<file path="src/rtl/i2s_adc_receiver.sv">
// Purpose : I2S ADC deserialiser; oversamples BCLK/LRCK/DAT on CLOCK_50 and emits signed L/R pairs.
// Latency : sample_valid rises SYNC_STAGES+1 CLOCK_50 cycles after the LRCK fall that closes the right slot.
// Backpr. : none; outputs are a held pair plus a one-cycle strobe, and the consumer must sample on the strobe.
//
// Ports:
//   CLOCK_50, reset_n                    system clock, asynchronous active-low reset
//   AUD_BCLK, AUD_ADCLRCK, AUD_ADCDAT    asynchronous codec pins (LRCK low = left slot)
//   leftSampleOut, rightSampleOut        last complete stereo pair, updated together
//   sample_valid                         one-cycle strobe when a new pair is presented
//   lrck_sync                            synchronised LRCK (SYNC_STAGES+1 cycles of delay)
//   short_slot                           one-cycle strobe when a slot closes with fewer than DATA_WIDTH bits
module i2s_adc_receiver #(
    parameter int DATA_WIDTH  = 16,
    parameter int SYNC_STAGES = 2
) (
    input  logic                         CLOCK_50,
    input  logic                         reset_n,
    input  logic                         AUD_BCLK,
    input  logic                         AUD_ADCLRCK,
    input  logic                         AUD_ADCDAT,
    output logic signed [DATA_WIDTH-1:0] leftSampleOut,
    output logic signed [DATA_WIDTH-1:0] rightSampleOut,
    output logic                         sample_valid,
    output logic                         lrck_sync,
    output logic                         short_slot
);

    localparam int CNT_W = $clog2(DATA_WIDTH + 1);

    typedef enum logic [1:0] {IDLE, SKIP, SHIFT, HOLD} state_e;

    // Synchroniser chains: SYNC_STAGES metastability flops plus one flop for edge detection.
    logic [SYNC_STAGES:0]  bclk_pipe_q, bclk_pipe_d;
    logic [SYNC_STAGES:0]  lrck_pipe_q, lrck_pipe_d;
    logic [SYNC_STAGES:0]  dat_pipe_q,  dat_pipe_d;

    state_e                state_q,     state_d;
    logic                  chan_q,      chan_d;      // 0 = left slot, 1 = right slot
    logic [DATA_WIDTH-1:0] shreg_q,     shreg_d;
    logic [CNT_W-1:0]      bitcnt_q,    bitcnt_d;
    logic [DATA_WIDTH-1:0] hold_left_q, hold_left_d;
    logic [DATA_WIDTH-1:0] left_out_q,  left_out_d;
    logic [DATA_WIDTH-1:0] right_out_q, right_out_d;
    logic                  valid_q,     valid_d;
    logic                  short_q,     short_d;

    logic                  bclk_rise;
    logic                  lrck_now;
    logic                  lrck_edge;
    logic                  dat_bit;
    logic [CNT_W-1:0]      pad_sh;
    logic [DATA_WIDTH-1:0] slot_word;
    logic                  slot_short;
    logic                  slot_runt;
    logic                  chan_mismatch;
    logic                  restart;

    always_comb begin
        bclk_pipe_d = {bclk_pipe_q[SYNC_STAGES-1:0], AUD_BCLK};
        lrck_pipe_d = {lrck_pipe_q[SYNC_STAGES-1:0], AUD_ADCLRCK};
        dat_pipe_d  = {dat_pipe_q[SYNC_STAGES-1:0],  AUD_ADCDAT};
    end

    assign bclk_rise = bclk_pipe_q[SYNC_STAGES-1] & ~bclk_pipe_q[SYNC_STAGES];
    assign lrck_now  = lrck_pipe_q[SYNC_STAGES-1];
    assign lrck_edge = lrck_now ^ lrck_pipe_q[SYNC_STAGES];
    // Data taken from the oldest stage: the value just before the synchronised BCLK rose,
    // which has been stable since the preceding BCLK fall.
    assign dat_bit   = dat_pipe_q[SYNC_STAGES];

    // Captured bits sit in the LSBs; left-justify them so a short slot is zero-padded below.
    assign pad_sh     = CNT_W'(DATA_WIDTH) - bitcnt_q;
    assign slot_word  = shreg_q << pad_sh;
    assign slot_short = (bitcnt_q < CNT_W'(DATA_WIDTH));
    // A legitimate edge always moves LRCK to the level of the opposite channel.
    assign chan_mismatch = (lrck_now == chan_q);
    // A slot closing before any data bit was captured is an LRCK glitch, not a real slot:
    // the frame is abandoned rather than emitting a garbage word.
    assign slot_runt  = (state_q == SKIP) || ((state_q == SHIFT) && (bitcnt_q == '0));

    always_comb begin
        state_d     = state_q;
        chan_d      = chan_q;
        shreg_d     = shreg_q;
        bitcnt_d    = bitcnt_q;
        hold_left_d = hold_left_q;
        left_out_d  = left_out_q;
        right_out_d = right_out_q;
        valid_d     = 1'b0;
        short_d     = 1'b0;
        restart     = 1'b0;

        if (state_q == IDLE) begin
            // Only a falling LRCK starts capture, so the first pair is always a full left+right frame.
            if (lrck_edge && !lrck_now) begin
                chan_d  = 1'b0;
                restart = 1'b1;
            end
        end else if (lrck_edge) begin
            if (slot_runt || chan_mismatch) begin
                state_d = IDLE;
            end else begin
                short_d = slot_short;
                if (!chan_q) begin
                    hold_left_d = slot_word;
                end else begin
                    left_out_d  = hold_left_q;
                    right_out_d = slot_word;
                    valid_d     = 1'b1;
                end
                chan_d  = ~chan_q;
                restart = 1'b1;
            end
        end else if (bclk_rise) begin
            if (state_q == SKIP) begin
                shreg_d  = '0;
                bitcnt_d = '0;
                state_d  = SHIFT;
            end else if (state_q == SHIFT) begin
                shreg_d  = {shreg_q[DATA_WIDTH-2:0], dat_bit};
                bitcnt_d = bitcnt_q + CNT_W'(1);
                if (bitcnt_q == CNT_W'(DATA_WIDTH - 1)) begin
                    state_d = HOLD;
                end
            end
            // HOLD: surplus LSBs of a wide slot are discarded.
        end

        // A bclk_rise coinciding with the slot edge is the skip bit of the new slot.
        if (restart) begin
            shreg_d  = '0;
            bitcnt_d = '0;
            state_d  = bclk_rise ? SHIFT : SKIP;
        end
    end

    always_ff @(posedge CLOCK_50 or negedge reset_n) begin
        if (!reset_n) begin
            bclk_pipe_q <= '0;
            lrck_pipe_q <= '0;
            dat_pipe_q  <= '0;
            state_q     <= IDLE;
            chan_q      <= 1'b0;
            shreg_q     <= '0;
            bitcnt_q    <= '0;
            hold_left_q <= '0;
            left_out_q  <= '0;
            right_out_q <= '0;
            valid_q     <= 1'b0;
            short_q     <= 1'b0;
        end else begin
            bclk_pipe_q <= bclk_pipe_d;
            lrck_pipe_q <= lrck_pipe_d;
            dat_pipe_q  <= dat_pipe_d;
            state_q     <= state_d;
            chan_q      <= chan_d;
            shreg_q     <= shreg_d;
            bitcnt_q    <= bitcnt_d;
            hold_left_q <= hold_left_d;
            left_out_q  <= left_out_d;
            right_out_q <= right_out_d;
            valid_q     <= valid_d;
            short_q     <= short_d;
        end
    end

    assign leftSampleOut  = left_out_q;
    assign rightSampleOut = right_out_q;
    assign sample_valid   = valid_q;
    assign short_slot     = short_q;
    assign lrck_sync      = lrck_pipe_q[SYNC_STAGES];

endmodule

</file>
<file path="config.mk">
export PLATFORM = sky130hd
export DESIGN_NAME = i2s_adc_receiver
export DESIGN_NICKNAME = d
export VERILOG_FILES = /design/src/rtl/i2s_adc_receiver.sv
export SDC_FILE = /design/constraint.sdc
export NUM_CORES = 1
export LEC_CHECK = 0
export ABC_AREA = 1
export CAP_MARGIN = 25
export CORE_MARGIN = 2
export CORE_UTILIZATION = 30
export CTS_BUF_LIST = sky130_fd_sc_hd__clkbuf_16
export DETAILED_ROUTE_END_ITERATION = 10
export RECOVER_POWER = 25
export SKIP_LAST_GASP = 1
export SYNTH_ARGS = -nofsm -noshare
export SYNTH_HDL_FRONTEND = slang
export SYNTH_SLANG_ARGS = --single-unit
</file>
<file path="constraint.sdc">
create_clock -name CLOCK_50 -period 2.2 [get_ports CLOCK_50]
set_input_delay 0.66 -clock CLOCK_50 [delete_from_list [all_inputs] [get_ports CLOCK_50]]
set_output_delay 0.66 -clock CLOCK_50 [all_outputs]
set_load 0.01 [all_outputs]
</file>
* Word level (Yosys, flattened, before mapping) *
Index checks and enable logic that the tools add are counted.

storage, ports and cells
  register bits = 83
  output and inout port bits = 35
  word-level logic and storage cells = 85

cells by class
  add/sub/neg operators = 2
  magnitude comparators = 1
  equality and inequality tests = 9
  shift-type cells = 1
  multiplexer cells = 36
  bitwise operators = 6
  reduce and logical (&&, ||, !) cells = 18

operators by type and width
  kind                                                              count
  16-bit two-way mux                                                6
  5-bit two-way mux                                                 6
  2-bit two-way mux                                                 9
  16-bit by 5-bit left shift with 16-bit output                     1
  1-bit two-way mux                                                 15
  4-bit AND reduction                                               3
  4-bit nonzero test                                                2
  3-bit nonzero test                                                2
  5-bit by 1-bit adder with 5-bit output (second input constant)    1
  5-bit by 4-bit == test with 1-bit output (second input constant)  1
  5-bit logical NOT                                                 1
  5-bit < comparator (second input constant)                        1
  5-bit AND reduction                                               1
  5-bit subtractor (first input constant)                           1
  2-bit by 1-bit != test with 1-bit output (second input constant)  2
  2-bit != test (second input constant)                             2
  1-bit inverter                                                    4
  2-bit nonzero test                                                2
  3-bit by 1-bit != test with 1-bit output (second input constant)  1
  3-bit AND reduction                                               1
  2-bit by 1-bit == test with 1-bit output (second input constant)  1
  2-bit == test (second input constant)                             1
  1-bit logical AND                                                 2
  2-bit logical NOT                                                 1
  other kinds (5)                                                   6

* Depth between registers and ports, before layout *
Gate-level depths: netlist of run 1.

  depth after elaboration = 9
  depth in mapped cells = 16

* Worst setup path after synthesis of run 1 *
Ideal clock, no wire load.

  path type = register to register
  from = register bitcnt_q[0]
  to = register shreg_q[2]
  setup time = 117 ps
  arrival = 2240 ps
  data required time = 2083 ps
  slack = -156 ps
  stages on the path, launching flop included = 16
  cell sequence = dfrtp_1 -> buf_6 -> inv_4 -> buf_8 -> buf_4 -> ha_1 -> nor3b_1 -> ha_1 -> nand2_1 -> nand2_1 -> nor2_4 -> nand2_4 -> nand4_2 -> buf_2 -> nand3_1 -> nand2_1

between the ends
  longest elaborated chain between the ends = 9

ends and longest elaborated chain
  item                                                                               line  text
  start, declared                                                                    40    logic [CNT_W-1:0] bitcnt_q, bitcnt_d;
  start signal, assigned                                                             158   bitcnt_q <= bitcnt_d;
  5-bit logical NOT (*)                                                              79    assign slot_runt = (state_q == SKIP) || ((state_q == SHIFT) && (bitcnt_q == '0));
  1-bit logical AND (*)                                                              79
  1-bit logical OR (*)                                                               79
  1-bit logical OR (*)                                                               100   if (slot_runt || chan_mismatch) begin
  1-bit two-way mux (*)                                                              100
  1-bit two-way mux (*)                                                              99    end else if (lrck_edge) begin
  1-bit two-way mux (*)                                                              93    if (state_q == IDLE) begin
  2-bit by 1-bit != test with 1-bit output (no source line) (tied with other cells)  n/a
  4-bit AND reduction (no source line)                                               n/a
  end signal, assigned                                                               157   shreg_q <= shreg_d;
  end, declared                                                                      39    logic [DATA_WIDTH-1:0] shreg_q, shreg_d;

Mark *: on every way between the ends. The rest lies on a longest branch, timed or not.
A chain may end at the register's enable or synchronous reset.

* Worst setup path in the final report of run 1 *
  from = register bitcnt_q[0]
  to = register shreg_q[12]

Same word-level chain as after synthesis.

==> impl_metrics.py, run 1 <==
metrics = {
    "outcome": {
        "status": "finished, final reports clean",
    },
    "logic_synthesis": {
        "synth.avg_cell_area_sq_um": 7.71,
        "syn-num-nets": 580,
        "synth_seq_cells": 83,
        "seq_area_frac_synth_pct": 47.6,
        "yosys_warnings": 0,
        "yosys.cell_types.count": 30,
        "synthCells": 566,
        "syn_area_sq_um": 4360,
    },
    "setup_path": {
        "path_class": "flop to flop",
        "worstPathArrival_ns": 2.25,
        "crit_fanout": 21,
        "end_kind": "flop",
        "critical_path.startpoint_type": "flop",
        "required_ns": 2.43,
    },
    "layout": {
        "drive_above_1_share_pct": 9.59,
        "final_cells": 789,
        "antennaDiodeCount": 0,
        "finalNetCount": 614,
        "syn_to_final_growth_pct": 19.5,
    },
    "drt": {
        "wire_per_inst_um": 11.6,
        "drc_errors": 0,
        "routed_wl_um": 9150,
        "route.vias.total": 3599,
        "drtIter0Drc": 199,
        "viasPerCell": 4.56,
        "ant_nets": 0,
        "drtPass1Iterations": 4,
    },
    "power_and_ir_drop": {
        "p_leak_nw": 2.62,
        "p_seq_share_pct": 30.0,
        "p_int_w": 0.00411,
        "power_density_nw_per_um2": 1380,
        "switching_share_pct": 42.9,
        "fin_total_pwr_w": 0.00720,
        "pwr-share-clk_pct": 20.9,
        "vdd_drop_max_v": 0.000571,
        "p_sw_w": 0.00309,
        "comb_power_share_pct": 49.1,
    },
    "global_routing": {
        "grt_max_degree": 41,
        "track_usage_pct": 12.9,
        "antenna_found_initial": 0,
        "grt_pass1_wl_um": 16700,
        "grt_pass1_vias": 3540,
        "grt_overflow": 0,
    },
    "clock_network": {
        "clock_sinks": 83,
        "cts_buffer_depth": 2,
        "clk_pin_slew_ns": 0.06,
        "cts_buffers": 9,
        "clkLatencyLatePin_ns": 0.35,
        "htreeDepth": 3,
        "cts_setup_buffers": 0,
        "cts_tree": "yes",
        "ctsRootBufferMaster": "clkbuf_16",
    },
    "floorplan": {
        "row_count": 44,
        "die_w_um": 125,
        "start_util_pct": 30.4,
        "die_h_um": 125,
        "dieArea_sq_um": 15500,
        "ioPinCount": 40,
        "core_area_sq_um": 14400,
    },
    "placement": {
        "dp_hpwl_um": 6700,
        "place_ws_ns": -0.00121,
        "gp_congestion": 0.835,
        "port_buffers": 39,
        "dp.cells": 773,
    },
    "timing": {
        "relSlewSlack_pct": 30.0,
        "whs_ns": 0.348,
        "hold_viol": 0,
        "fin_setup_tns_ns": 0,
        "period_minus_slack_ns": 2.01,
        "fin_ws_ns": 0.185,
        "fmax_ghz": 0.496,
        "worstMarginPinSlew_ns": 1.05,
        "fin_crit_sh_pct": 91.6,
        "setup_violations": 0,
        "drv_slew": 0,
        "rsz0062_at_grt": "false",
        "skew_ns": 0.00716,
    },
    "worst_hold_path": {
        "hold_class": "flop to flop",
    },
    "run": {
        "maxCapViolCount": 0,
    },
}
[flip-flops by register name, summed over array words and instances, names as in the netlist]
name / flops
lrck_pipe_q: 3
chan_q: 1
rightSampleOut: 16
bclk_pipe_q: 3
state_q: 2
hold_left_q: 16
sample_valid: 1
shreg_q: 16
bitcnt_q: 5
short_slot: 1
dat_pipe_q: 3
leftSampleOut: 16
[critical path, cell delays in order (launching register included)]
cell and delay, ns:
dfrtp_1 0.41, inv_4 0.08, ha_4 0.16, nor3b_2 0.21, ha_1 0.18, nand2_1 0.04, nand2_1 0.10, nor2_4 0.05
nand2_4 0.13, nand4_2 0.14, buf_4 0.25, nand3_1 0.11, nand2_1 0.05
[worst paths after layout]
| check | depth (start not counted) | end | slack [ns] | start |
|---|---|---|---|---|
| max in group asynchronous | 2 | bclk_pipe_q[0] | 0.84 | reset_n |
| hold / removal | 0 | bclk_pipe_q[1] | 0.35 | bclk_pipe_q[0] |
| setup reg to reg | 12 | shreg_q[12] | 0.19 | bitcnt_q[0] |
| min in group asynchronous | 1 | hold_left_q[1] | 0.50 | reset_n |
| hold reg to reg | 0 | bclk_pipe_q[1] | 0.35 | bclk_pipe_q[0] |
| setup / recovery | 12 | shreg_q[12] | 0.19 | bitcnt_q[0] |
[cells in the mapped netlist (all sizes together)]
cell    count  share of area [%]
inv        26                2.3
xnor2       1               0.63
nor3b       1               0.17
a21oi       5                1.1
a211oi      1               0.17
clkbuf      2               0.17
buf        28                4.8
dfrtp      83                 48
xor2        1               0.20
nand4       1               0.29
o21ai      19                2.4
nor2       35                4.0
or2         4               0.57
ha          9                2.6
nand2     270                 24
nand3      80                9.5
[through the flow]
step                utilization (%)  instance area (sq um)
CTS                            36.3                   5220
global placement               34.2                   4910
global route                   36.3                   5210
detailed placement             34.2                   4910
floorplan                         -                   4380
finish                         36.3                   5210
[cells in the final DEF, fill, tap and decap left out]
master / synthesis / layout
a211oi_1: 1 / 1
inv_4: 1 / 2
inv_1: 21 / 21
nand2_2: 4 / 3
nand4_2: 1 / 1
clkbuf_1: 2 / 1
ha_1: 9 / 8
xor2_1: 1 / 1
buf_12: 0 / 2
or2_2: 4 / 4
xnor2_4: 1 / 1
clkdlybuf4s50_1: 0 / 35
bufinv_16: 0 / 1
clkbuf_16: 0 / 9
buf_4: 11 / 11
clkbuf_2: 0 / 1
dlygate4sd3_1: 0 / 3
clkinv_4: 0 / 1
nand2_1: 265 / 265
nor2_2: 1 / 1
nand2_4: 1 / 2
nor2_4: 3 / 3
nor3b_2: 0 / 1
dfrtp_1: 83 / 83
ha_4: 0 / 1
o21ai_1: 10 / 10
nand3_4: 1 / 1
a21oi_1: 3 / 3
a21oi_4: 2 / 2
o21ai_2: 2 / 2
nor2_1: 30 / 30
clkinvlp_4: 0 / 2
nand3_1: 79 / 79
inv_6: 0 / 2
nor2_8: 1 / 1
clkinv_2: 0 / 1
o21ai_0: 7 / 7
inv_2: 4 / 3
[what timing repair did]
action	CTS	global route
resized for setup	1	1
hold buffers	0	0
endpoints found under the setup margin	4	17
[cell type report]
type / count / area [sq um]
flip-flops and latches: 83 / 2080
clock inverters: 7 / 76.3
clock buffers: 9 / 225
fillers: 1459 / 9160
repair buffers: 53 / 512
well taps: 184 / 230
inverters: 26 / 103
multi-input cells: 427 / 1990
[power groups by stage]
stage | Sequential [W] | Clock, W | Combinational, W
floorplan | 0.00223 | 0 | 0.00261
global placement | 0.00218 | 0 | 0.00349
detailed placement | 0.00219 | 0 | 0.00354
CTS | 0.00216 | 0.00155 | 0.00355
global route | 0.00222 | 0.00163 | 0.00401
finish | 0.00216 | 0.00151 | 0.00354
[per-layer routing]
layer | global-route usage, % | routed length, um
met5 | 0 | 0
met4 | 5.09 | 175
met3 | 3.09 | 354
met2 | 20.6 | 4160
met1 | 16.9 | 4460
[cells by family after synthesis]
family | Yosys count | synth area share [%]
AND/OR/NAND/NOR | 391 | 38.1
flip-flops | 83 | 47.6
buffers and inverters | 56 | 7.26
AO/OA/AOI/OAI | 25 | 3.61
adder cells (fa/ha/maj) | 9 | 2.58
XOR/XNOR | 2 | 0.832
Power figures use the tool's default switching activity.
==> inputs of run 2 (changes only) <==
Settings changed: CORE_MARGIN 2 to not set.
==> impl_metrics.py, run 2 (synthesis gave the netlist of run 1 again) <==
metrics = {
    "global_routing": {
        "track_usage_pct": 14.4,
        "grt_pass1_vias": 3532,
        "grt_max_degree": 41,
        "antenna_found_initial": 0,
        "grt_pass1_wl_um": 17000,
        "grt_overflow": 0,
    },
    "layout": {
        "drive_above_1_share_pct": 9.30,
        "antennaDiodeCount": 0,
        "finalNetCount": 613,
        "layout_commonest_cell": "nand2_1",
        "syn_to_final_growth_pct": 18.8,
        "final_area_sq_um": 5180,
        "final_cell_mix": "nand2_1 (265), dfrtp_1 (83), nand3_1 (79), clkdlybuf4s50_1 (35), nor2_1 (30)",
    },
    "timing": {
        "worstMarginPinSlew_ns": 0.890,
        "setup_violations": 0,
        "fmax_ghz": 0.498,
        "fin_crit_sh_pct": 91.2,
        "fin_setup_tns_ns": 0,
        "skew_ns": 0.00716,
        "drv_slew": 0,
        "hold_viol": 0,
        "period_minus_slack_ns": 2.01,
        "rsz0062_at_grt": "false",
        "relSlewSlack_pct": 40.7,
    },
    "drt": {
        "routed_wl_um": 9380,
        "route.vias.total": 3670,
        "drc_errors": 0,
        "viasPerCell": 4.69,
        "ant_nets": 0,
        "drtIter0Drc": 198,
        "drtPass1Iterations": 4,
        "wire_per_inst_um": 12.0,
    },
    "power_and_ir_drop": {
        "switching_share_pct": 42.7,
        "p_leak_nw": 2.61,
        "p_int_w": 0.00409,
        "p_seq_share_pct": 30.3,
        "vdd_drop_max_v": 0.000503,
        "pwr-share-clk_pct": 20.1,
        "comb_power_share_pct": 49.5,
        "power_density_nw_per_um2": 1380,
        "p_sw_w": 0.00305,
    },
    "clock_network": {
        "clock_sinks": 83,
        "ctsRootBufferMaster": "clkbuf_16",
        "cts_setup_buffers": 0,
        "cts_buffer_depth": 2,
        "clkLatencyLatePin_ns": 0.33,
        "htreeDepth": 3,
        "cts_tree": "yes",
        "cts_buffers": 9,
        "clk_pin_slew_ns": 0.06,
    },
    "floorplan": {
        "die_h_um": 123,
        "start_util_pct": 31.1,
        "ioPinCount": 40,
        "dieArea_sq_um": 15000,
        "die_w_um": 123,
        "row_count": 43,
        "core_area_sq_um": 14000,
    },
    "setup_path": {
        "crit_path_frequent_cell": "nand2_1",
        "crit_fanout": 25,
        "worstPathArrival_ns": 2.28,
        "end_kind": "flop",
        "required_ns": 2.47,
        "cp_slowest_cell": "dfrtp_1",
        "crit_path_cell_trace": "inv_4, ha_4, nor3b_2, ha_1, nand2_1, nand2_1, nor2_4, nand2_4, nor2_8, buf_4, nand3_1, nand2_1",
        "path_class": "flop to flop",
        "critical_path.startpoint_type": "flop",
        "slowest_delay_ns": 0.38,
    },
    "worst_hold_path": {
        "hold_class": "flop to flop",
    },
    "placement": {
        "port_buffers": 39,
        "dpl_cell_area_sq_um": 4910,
        "gp_congestion": 0.838,
        "dp_hpwl_um": 6690,
    },
    "outcome": {
        "status": "finished, final reports clean",
    },
    "run": {
        "maxCapViolCount": 0,
    },
}
-- run 2: worst paths after layout --
check                                     to  cells after the start           start  slack, ns
max                        rightSampleOut[7]                     12     bitcnt_q[0]       0.19
min in group asynchronous   leftSampleOut[3]                      1         reset_n       0.42
min                           lrck_pipe_q[1]                      0  lrck_pipe_q[0]       0.35
max in group asynchronous         shreg_q[5]                      2         reset_n       0.40
min reg2reg                   lrck_pipe_q[1]                      0  lrck_pipe_q[0]       0.35
max reg2reg                rightSampleOut[7]                     12     bitcnt_q[0]       0.19
-- run 2: area by class of cell --
| class | count | area [sq um] |
|---|---|---|
| Clock buffer | 9 | 225 |
| Clock inverter | 5 | 56.3 |
| Fill cell | 1413 | 8860 |
| Inverter | 26 | 103 |
| Multi-Input combinational cell | 427 | 1990 |
| Sequential cell | 83 | 2080 |
| Tap cell | 180 | 225 |
| Timing Repair Buffer | 52 | 505 |
-- run 2: critical path, delay by kind of cell (launching register included) --
kind                       cells  cell delay (ns)
adders and majority gates      2             0.35
and+or+nand+nor                8             0.89
buffers and inverters          2             0.32
DFF                            1             0.38
-- run 2: layer usage --
layer	vias up	global-route usage [%]	part of all wire, %
li1	1836	-	-
met1	1734	19.4	50
met2	88	22.4	44
met3	12	3.35	3.9
met4	0	5.41	1.7
met5	-	0	0
-- run 2: timing repair --
item	in CTS	in global routing
hold buffers	0	0
resized for setup	0	3
endpoints found under the setup margin	0	37
-- run 2: power groups by stage --
stage | clock network, W | registers [W] | logic (W)
global placement | 0 | 0.00218 | 0.00348
finish | 0.00144 | 0.00217 | 0.00354
global route | 0.00157 | 0.00221 | 0.00401
CTS | 0.00149 | 0.00217 | 0.00354
detailed placement | 0 | 0.00219 | 0.00353
floorplan | 0 | 0.00223 | 0.00261
-- run 2: per-stage QoR --
step,util [%],hold slack (ns),cells,worst slack (ns),total power (W)
floorplan,-,0.331,566,0.0173,0.00485
global placement,35.0,0.334,768,0.0927,0.00566
detailed placement,35.0,0.336,768,0.0205,0.00572
CTS,37.0,0.275,782,0.0163,0.00720
global route,36.9,0.356,782,0.0256,0.00779
finish,36.9,0.350,782,0.193,0.00714
